==> config.mk <==
export PLATFORM = sky130hd
export DESIGN_NAME = pulse_monitor
export DESIGN_NICKNAME = d
export VERILOG_FILES = /design/src/rtl/pulse_pkg.sv /design/src/rtl/edge_sync.sv /design/src/rtl/pulse_monitor.sv
export SDC_FILE = /design/constraint.sdc
export NUM_CORES = 1
export LEC_CHECK = 0
export BUFFER_PORTS_ARGS = -buffer_cell sky130_fd_sc_hd__buf_2
export CAP_MARGIN = 20
export CORE_UTILIZATION = 45
export DETAILED_ROUTE_END_ITERATION = 12
export HOLD_SLACK_MARGIN = 0.12
export PLACE_DENSITY = 0.75
export SETUP_SLACK_MARGIN = 0.05
export SLEW_MARGIN = 10
export SYNTH_ARGS = -nofsm -noshare
export SYNTH_HDL_FRONTEND = slang
export SYNTH_HIERARCHICAL = 1
export SYNTH_SLANG_ARGS = --single-unit
==> constraint.sdc <==
create_clock -name clk -period 2.7 [get_ports clk]
set_input_delay 0.405 -clock clk [delete_from_list [all_inputs] [get_ports clk]]
set_output_delay 0.405 -clock clk [all_outputs]
set_load 0.03 [all_outputs]
==> src/rtl/pulse_pkg.sv <==
// pulse_pkg: FSM state encoding and default lost-train timeout for pulse_monitor
package pulse_pkg;
    localparam int DEF_TIMEOUT = 200;
    localparam logic [1:0] ST_IDLE = 2'd0;
    localparam logic [1:0] ST_HIGH = 2'd1;
    localparam logic [1:0] ST_LOW  = 2'd2;
    localparam logic [1:0] ST_LOST = 2'd3;
endpackage

==> src/rtl/edge_sync.sv <==
// edge_sync: two-flop synchronizer plus history flop producing one-cycle rise/fall strobes
module edge_sync (
    input  logic clk,
    input  logic reset,
    input  logic d,
    output logic rise,
    output logic fall
);
    logic s1, s2, s3;
    always_ff @(posedge clk)
        if (reset) {s1, s2, s3} <= 3'b000;
        else {s1, s2, s3} <= {d, s1, s2};
    assign rise = s2 & ~s3;
    assign fall = ~s2 & s3;
endmodule

==> src/rtl/pulse_monitor.sv <==
// pulse_monitor: measures high time and period of a pulse train, counts rises, flags a lost train
module pulse_monitor
    import pulse_pkg::*;
#(
    parameter int CNT_W   = 8,
    parameter int TIMEOUT = DEF_TIMEOUT
) (
    input  logic             clk,
    input  logic             reset,
    input  logic             signal,
    output logic [CNT_W-1:0] width,
    output logic [CNT_W-1:0] period,
    output logic             valid,
    output logic [CNT_W-1:0] count,
    output logic             timeout
);
    logic rise, fall, lapsed;
    logic [1:0] state;
    logic [CNT_W-1:0] ec, ec_inc, hold;
    edge_sync u_sync (.clk(clk), .reset(reset), .d(signal), .rise(rise), .fall(fall));
    // edge counter keeps running through the fall so it measures the whole period at the next rise
    assign ec_inc = (&ec) ? ec : ec + CNT_W'(1);
    assign lapsed = ec >= CNT_W'(TIMEOUT);
    always_ff @(posedge clk) begin
        if (reset) begin
            state   <= ST_IDLE;
            ec      <= '0;
            hold    <= '0;
            width   <= '0;
            period  <= '0;
            count   <= '0;
            valid   <= 1'b0;
            timeout <= 1'b0;
        end else begin
            valid <= 1'b0;
            if (rise) count <= count + CNT_W'(1);
            case (state)
                ST_IDLE: if (rise) begin
                    state <= ST_HIGH;
                    ec    <= CNT_W'(1);
                end
                ST_HIGH: if (fall) begin
                    hold  <= ec;
                    ec    <= ec_inc;
                    state <= ST_LOW;
                end else if (lapsed) begin
                    state   <= ST_LOST;
                    timeout <= 1'b1;
                end else ec <= ec_inc;
                ST_LOW: if (rise) begin
                    period <= ec;
                    width  <= hold;
                    valid  <= 1'b1;
                    ec     <= CNT_W'(1);
                    state  <= ST_HIGH;
                end else if (lapsed) begin
                    state   <= ST_LOST;
                    timeout <= 1'b1;
                end else ec <= ec_inc;
                default: if (rise) begin
                    timeout <= 1'b0;
                    ec      <= CNT_W'(1);
                    state   <= ST_HIGH;
                end
            endcase
        end
    end
endmodule

; Word level (Yosys, flattened, before mapping)
; Index checks and enable logic that the tools add are counted.
[word_totals]
output_inout_bits = 26
regBits = 47
in_bits = 3
word_cells = 48
[classes]
n_reduce_logical = 7
eq_ne = 4
bitwise = 6
muxes = 17
n_lt_le_gt_ge = 1
n_addsub = 2
[ops]
columns = cell, count
row1 = 8-bit 2-to-1 mux, 5
row2 = 8-bit by 1-bit adder with 8-bit output (second input constant), 2
row3 = 8-bit case mux with 2 select lines, 1
row4 = 8-bit greater-or-equal comparator (second input constant), 1
row5 = 2-bit 2-to-1 mux, 4
row6 = 8-bit AND reduction, 1
row7 = 1-bit 2-to-1 mux, 5
row8 = 2-bit inequality test (second input constant), 2
row9 = 1-bit NOT, 4
row10 = 2-bit case mux with 2 select lines, 1
row11 = 2-bit AND reduction, 2
row12 = 4-bit AND reduction, 1
row13 = 1-bit case mux with 3 select lines, 1
row14 = 3-bit nonzero test, 1
row15 = 1-bit AND, 2
row16 = 2-bit by 1-bit equality test with 1-bit output (second input constant), 1
row17 = 2-bit equality test (second input constant), 1
row18 = 2-bit zero test, 1
row19 = 2-bit OR reduction, 1

; Depth between registers and ports, before layout
[depth]
depth_word = 5
depth_mapped = 7
ltp_nobuf = 6

; Modules after synthesis
; Netlist, hierarchy kept.
[modules_own_cells]
columns = module, cells_each, instances, area_per_inst_um2
row1 = pulse_monitor, 251, 1, 2023.2
row2 = edge_sync, 8, 1, 91.3

; Least setup slack after synthesis
; Ideal clock, no wire load.
[synth_path]
path_type = register to register
startpoint = register state[1]
endpoint = register timeout
path_stages_with_launch = 8
required_time_ps = 2614
arrival_ps = 1464
setup_ps = 86
path_slack_ps = 1150
period_less_slack_ps = 1550
n_path_buf = 1
path_cell_list = dfxtp_1 > inv_1 > ha_1 > and2_1 > buf_2 > nor4_2 > a21oi_1 > a211oi_1
[synth_via]
elab_chain_cells = 3
[synth_rtl]
columns = item, line_no
row1 = start: declaration, pulse_monitor.sv:18  ; logic [1:0] state;
row2 = start signal: assignment, pulse_monitor.sv:26  ; state <= ST_IDLE;
row3 = start signal: assignment, pulse_monitor.sv:39  ; state <= ST_HIGH;
row4 = start signal: assignment, pulse_monitor.sv:45  ; state <= ST_LOW;
row5 = 2-bit by 1-bit equality test with 1-bit output (tied with other cells), pulse_monitor.sv:37  ; case (state)
row6 = 2-bit inequality test (no line) (tied with other cells), --
row7 = 4-bit AND reduction (no line), --
row8 = end signal: assignment, pulse_monitor.sv:33  ; timeout <= 1'b0;
row9 = end signal: assignment, pulse_monitor.sv:48  ; timeout <= 1'b1;
row10 = end signal: assignment, pulse_monitor.sv:58  ; timeout <= 1'b1;
row11 = end: declaration, pulse_monitor.sv:15  ; output logic timeout
; Parallel ways exist; a longest one is shown, timed or not.
; A chain may end at the register's enable or synchronous reset.

; Final worst setup path
[layout_path]
startpoint = register state[0]
endpoint = register ec[3]
[layout_via]
elab_chain_cells = 2
[layout_rtl]
columns = item, line_no
row1 = 2-bit equality test / 2-bit by 1-bit equality test with 1-bit output (equally long branches), pulse_monitor.sv:37
row2 = 8-bit case mux with 2 select lines / 3-bit nonzero test (equally long branches), --
row3 = end signal: assignment, pulse_monitor.sv:44  ; ec <= ec_inc;
row4 = end signal: assignment, pulse_monitor.sv:49  ; end else ec <= ec_inc;
row5 = end signal: assignment, pulse_monitor.sv:59  ; end else ec <= ec_inc;
row6 = end: declaration, pulse_monitor.sv:19  ; logic [CNT_W-1:0] ec, ec_inc, hold;
; Parallel ways exist; a longest one is shown, timed or not.

==> impl_metrics.py <==
metrics = {
    "synth": {
        "synth_top_area_share": 0.445,
        "synth_area_leaders": "dfxtp_1 (44%), nand2_1 (11%), a21oi_1 (9.0%)",
        "synth_top_area_cell": "dfxtp_1",
        "netlist_top_cells_count": "nand2_1 (61), dfxtp_1 (47), a21oi_1 (38), nor2_1 (12), inv_1 (9)",
        "syn-num-nets": 268,
        "yosysWarnings": 6,
        "synthFlopType": "dfxtp_1",
        "synth_cells": 259,
        "synth-seq-cells": 47,
        "yosysMostFrequentCell": "nand2_1",
        "synthDistinctLibCells": 40,
        "synth-async-reset-ratio": 0,
        "synth_enable_flop_cells": 0,
        "syn_avg_cell_area_um2": 8.16,
        "synth-seq-area-share": 0.445,
        "syn_area_um2": 2110,
    },
    "worst_setup_path": {
        "crit_family": "simple AND/OR/NAND/NOR gates",
        "cp.required_ns": 2.91,
        "critPathBufInv": 1,
        "rr_endpoint": "ec[3]",
        "rr_startpoint": "state[0]",
        "cp_max_fo": 12,
        "worst-r2r-cell-count": 6,
        "critPathKind": "flip-flop to flip-flop",
        "start_kind": "flip-flop",
        "crit_chain": "inv_1 -> ha_1 -> nor3_4 -> a211oi_4 -> nor2b_1 -> a311oi_2",
        "crit_path_end_kind": "flip-flop",
        "worstPathArrival_ns": 2.02,
        "max_stage_delay_ns": 0.49,
        "critPathSlowestCell": "nor3_4",
        "ff2ff_setup_slack_ns": 0.90,
    },
    "cts": {
        "clk-insertion-delay-late_ns": 0.30,
        "cts.sinks": 47,
        "path_clk_slew_ns": 0.08,
        "cts_buffers": 5,
        "cts_tree": "built",
        "htree_levels": 2,
        "cts_root_buffer": "clkbuf_8",
        "cts_setup_buffers": 0,
        "clockBufferDepth": 2,
        "cts_hold_buf": 0,
        "postCtsResizedCells": 0,
    },
    "routing": {
        "routed_wl_um": 4320,
        "drc": 2,
        "ant_nets": 0,
        "routed-via-count": 1820,
        "dr.pass1.iters": 8,
        "drtIter0Drc": 90,
        "vias_per_cell": 5.48,
        "wire_per_inst_um": 13.0,
    },
    "place": {
        "dp_hpwl_um": 2970,
        "placed_cells": 324,
        "preCtsSetupSlack_ns": 0.907,
        "dpl_cell_area_um2": 2240,
        "io_buffers": 28,
        "place_congestion": 0.878,
    },
    "global_routing": {
        "grt_pass1_vias": 1618,
        "grt_pass1_wl_um": 7260,
        "grt_usage": 0.182,
        "overflow": 0,
        "antenna_found_initial": 0,
        "grt_max_degree": 42,
    },
    "cells_and_area": {
        "diodes": 0,
        "layout.cells.non_filler": 332,
        "final_nets": 288,
        "drive_above_1_share": 0.164,
        "postLayoutCellArea_um2": 2350,
        "syn_to_final_growth_pct": 11.3,
    },
    "die": {
        "core_area_um2": 4440,
        "ios": 29,
        "die_area_um2": 4980,
        "row_count": 24,
        "start_util": 0.476,
        "die_h_um": 70.6,
        "die_w_um": 70.6,
    },
    "timing": {
        "slew_headroom": 0.602,
        "slew_viol_final": 0,
        "hold_violations": 0,
        "rsz0062_at_grt": "false",
        "setup_tns_ns": 0,
        "setup_slack_ns": 0.898,
        "setup_viol": 0,
        "worst_slew_pin_slew_ns": 0.598,
        "max_freq_ghz": 0.555,
        "clock_skew_ns": 0.00789,
        "fin_hold_ws_ns": 0.338,
        "fin_crit_ns": 1.80,
        "fin_crit_sh": 0.668,
    },
    "worst_hold_path": {
        "min_delay_path_depth": 2,
        "hold_class": "input pin to flip-flop",
        "holdPathEnd": "u_sync/s1",
        "min_from": "signal",
    },
    "run_status": {
        "status": "complete, but fails checks",
        "violations": "DRC",
    },
    "power": {
        "pwr-share-seq": 0.542,
        "swShare": 0.235,
        "p_clk_frac": 0.388,
        "combPwrFrac": 0.070,
        "p_int_mw": 1.01,
        "p_switching_mw": 0.310,
        "power.leakage_nw": 0.910,
        "power_density_nw_per_um2": 560,
        "max-vdd-ir-drop_mv": 0.307,
    },
    "flow_run": {
        "cap_violations": 0,
    },
}
routing by layer:
metal	GRT usage	part of all wire	up-vias
met2	0.292	0.46	68
li1	-	-	919
met1	0.242	0.46	822
met4	0.0711	0.018	0
met5	0	0	-
met3	0.0385	0.062	11
power by group through the flow:
stage               Clock (mW)  Combinational [mW]  Sequential (mW)
global placement             0              0.0906            0.730
global route             0.547               0.103            0.717
detailed placement           0              0.0913            0.731
CTS                      0.523              0.0918            0.714
floorplan                    0              0.0802            0.725
finish                   0.511              0.0927            0.714
layout by cell type (no fill, tap or decap), types with 6 or more instances in the layout:
master / netlist / final
a21oi_1: 38 / 38
a31oi_1: 6 / 6
and3_1: 7 / 7
buf_2: 6 / 28
dfxtp_1: 47 / 47
ha_1: 6 / 6
inv_1: 9 / 9
nand2_1: 61 / 61
nor2_1: 12 / 12
nor2b_1: 6 / 6
metrics by stage:
step / total power [mW] / utilization
2_1_floorplan: 0.805 / -
3_3_place_gp: 0.821 / 0.504
3_5_place_dp: 0.822 / 0.504
4_1_cts: 1.33 / 0.530
5_1_grt: 1.37 / 0.530
6_report: 1.32 / 0.530
how the worst max path moves through the flow:
stage | start | endpoint | slack, ns | cells after the start
global placement | u_sync/s2 | timeout | 0.94 | 5
floorplan | state[1] | timeout | 1.15 | 7
CTS | u_sync/s2 | timeout | 0.89 | 5
global route | u_sync/s2 | timeout | 0.70 | 5
detailed placement | u_sync/s2 | timeout | 0.91 | 5
finish | state[0] | ec[3] | 0.90 | 6
area by class of cell:
type | count | area, um^2
Clock buffer | 5 | 68.8
Fill cell | 424 | 2090
Sequential cell | 47 | 941
Inverter | 9 | 33.8
Timing Repair Buffer | 31 | 163
Clock inverter | 3 | 43.8
Tap cell | 52 | 65.1
Multi-Input combinational cell | 185 | 1040
cell families (layout without fill, tap and decap cells):
logic type | count (synthesis) | count (layout) | synth area share
compound gates | 64 | 64 | 0.185
xor+xnor | 5 | 5 | 0.0207
fa+ha+maj | 6 | 6 | 0.0355
buf+inv | 27 | 48 | 0.0639
flops | 47 | 47 | 0.445
mux | 1 | 1 | 0.00473
simple gates | 109 | 109 | 0.246
sequential cells by signal, indices dropped and copies added (netlist names):
register,flops
period,8
u_sync/s3,1
ec,8
valid,1
u_sync/s1,1
state,2
timeout,1
u_sync/s2,1
width,8
count,8
hold,8
Note: power is estimated with default switching activity, not from simulation.
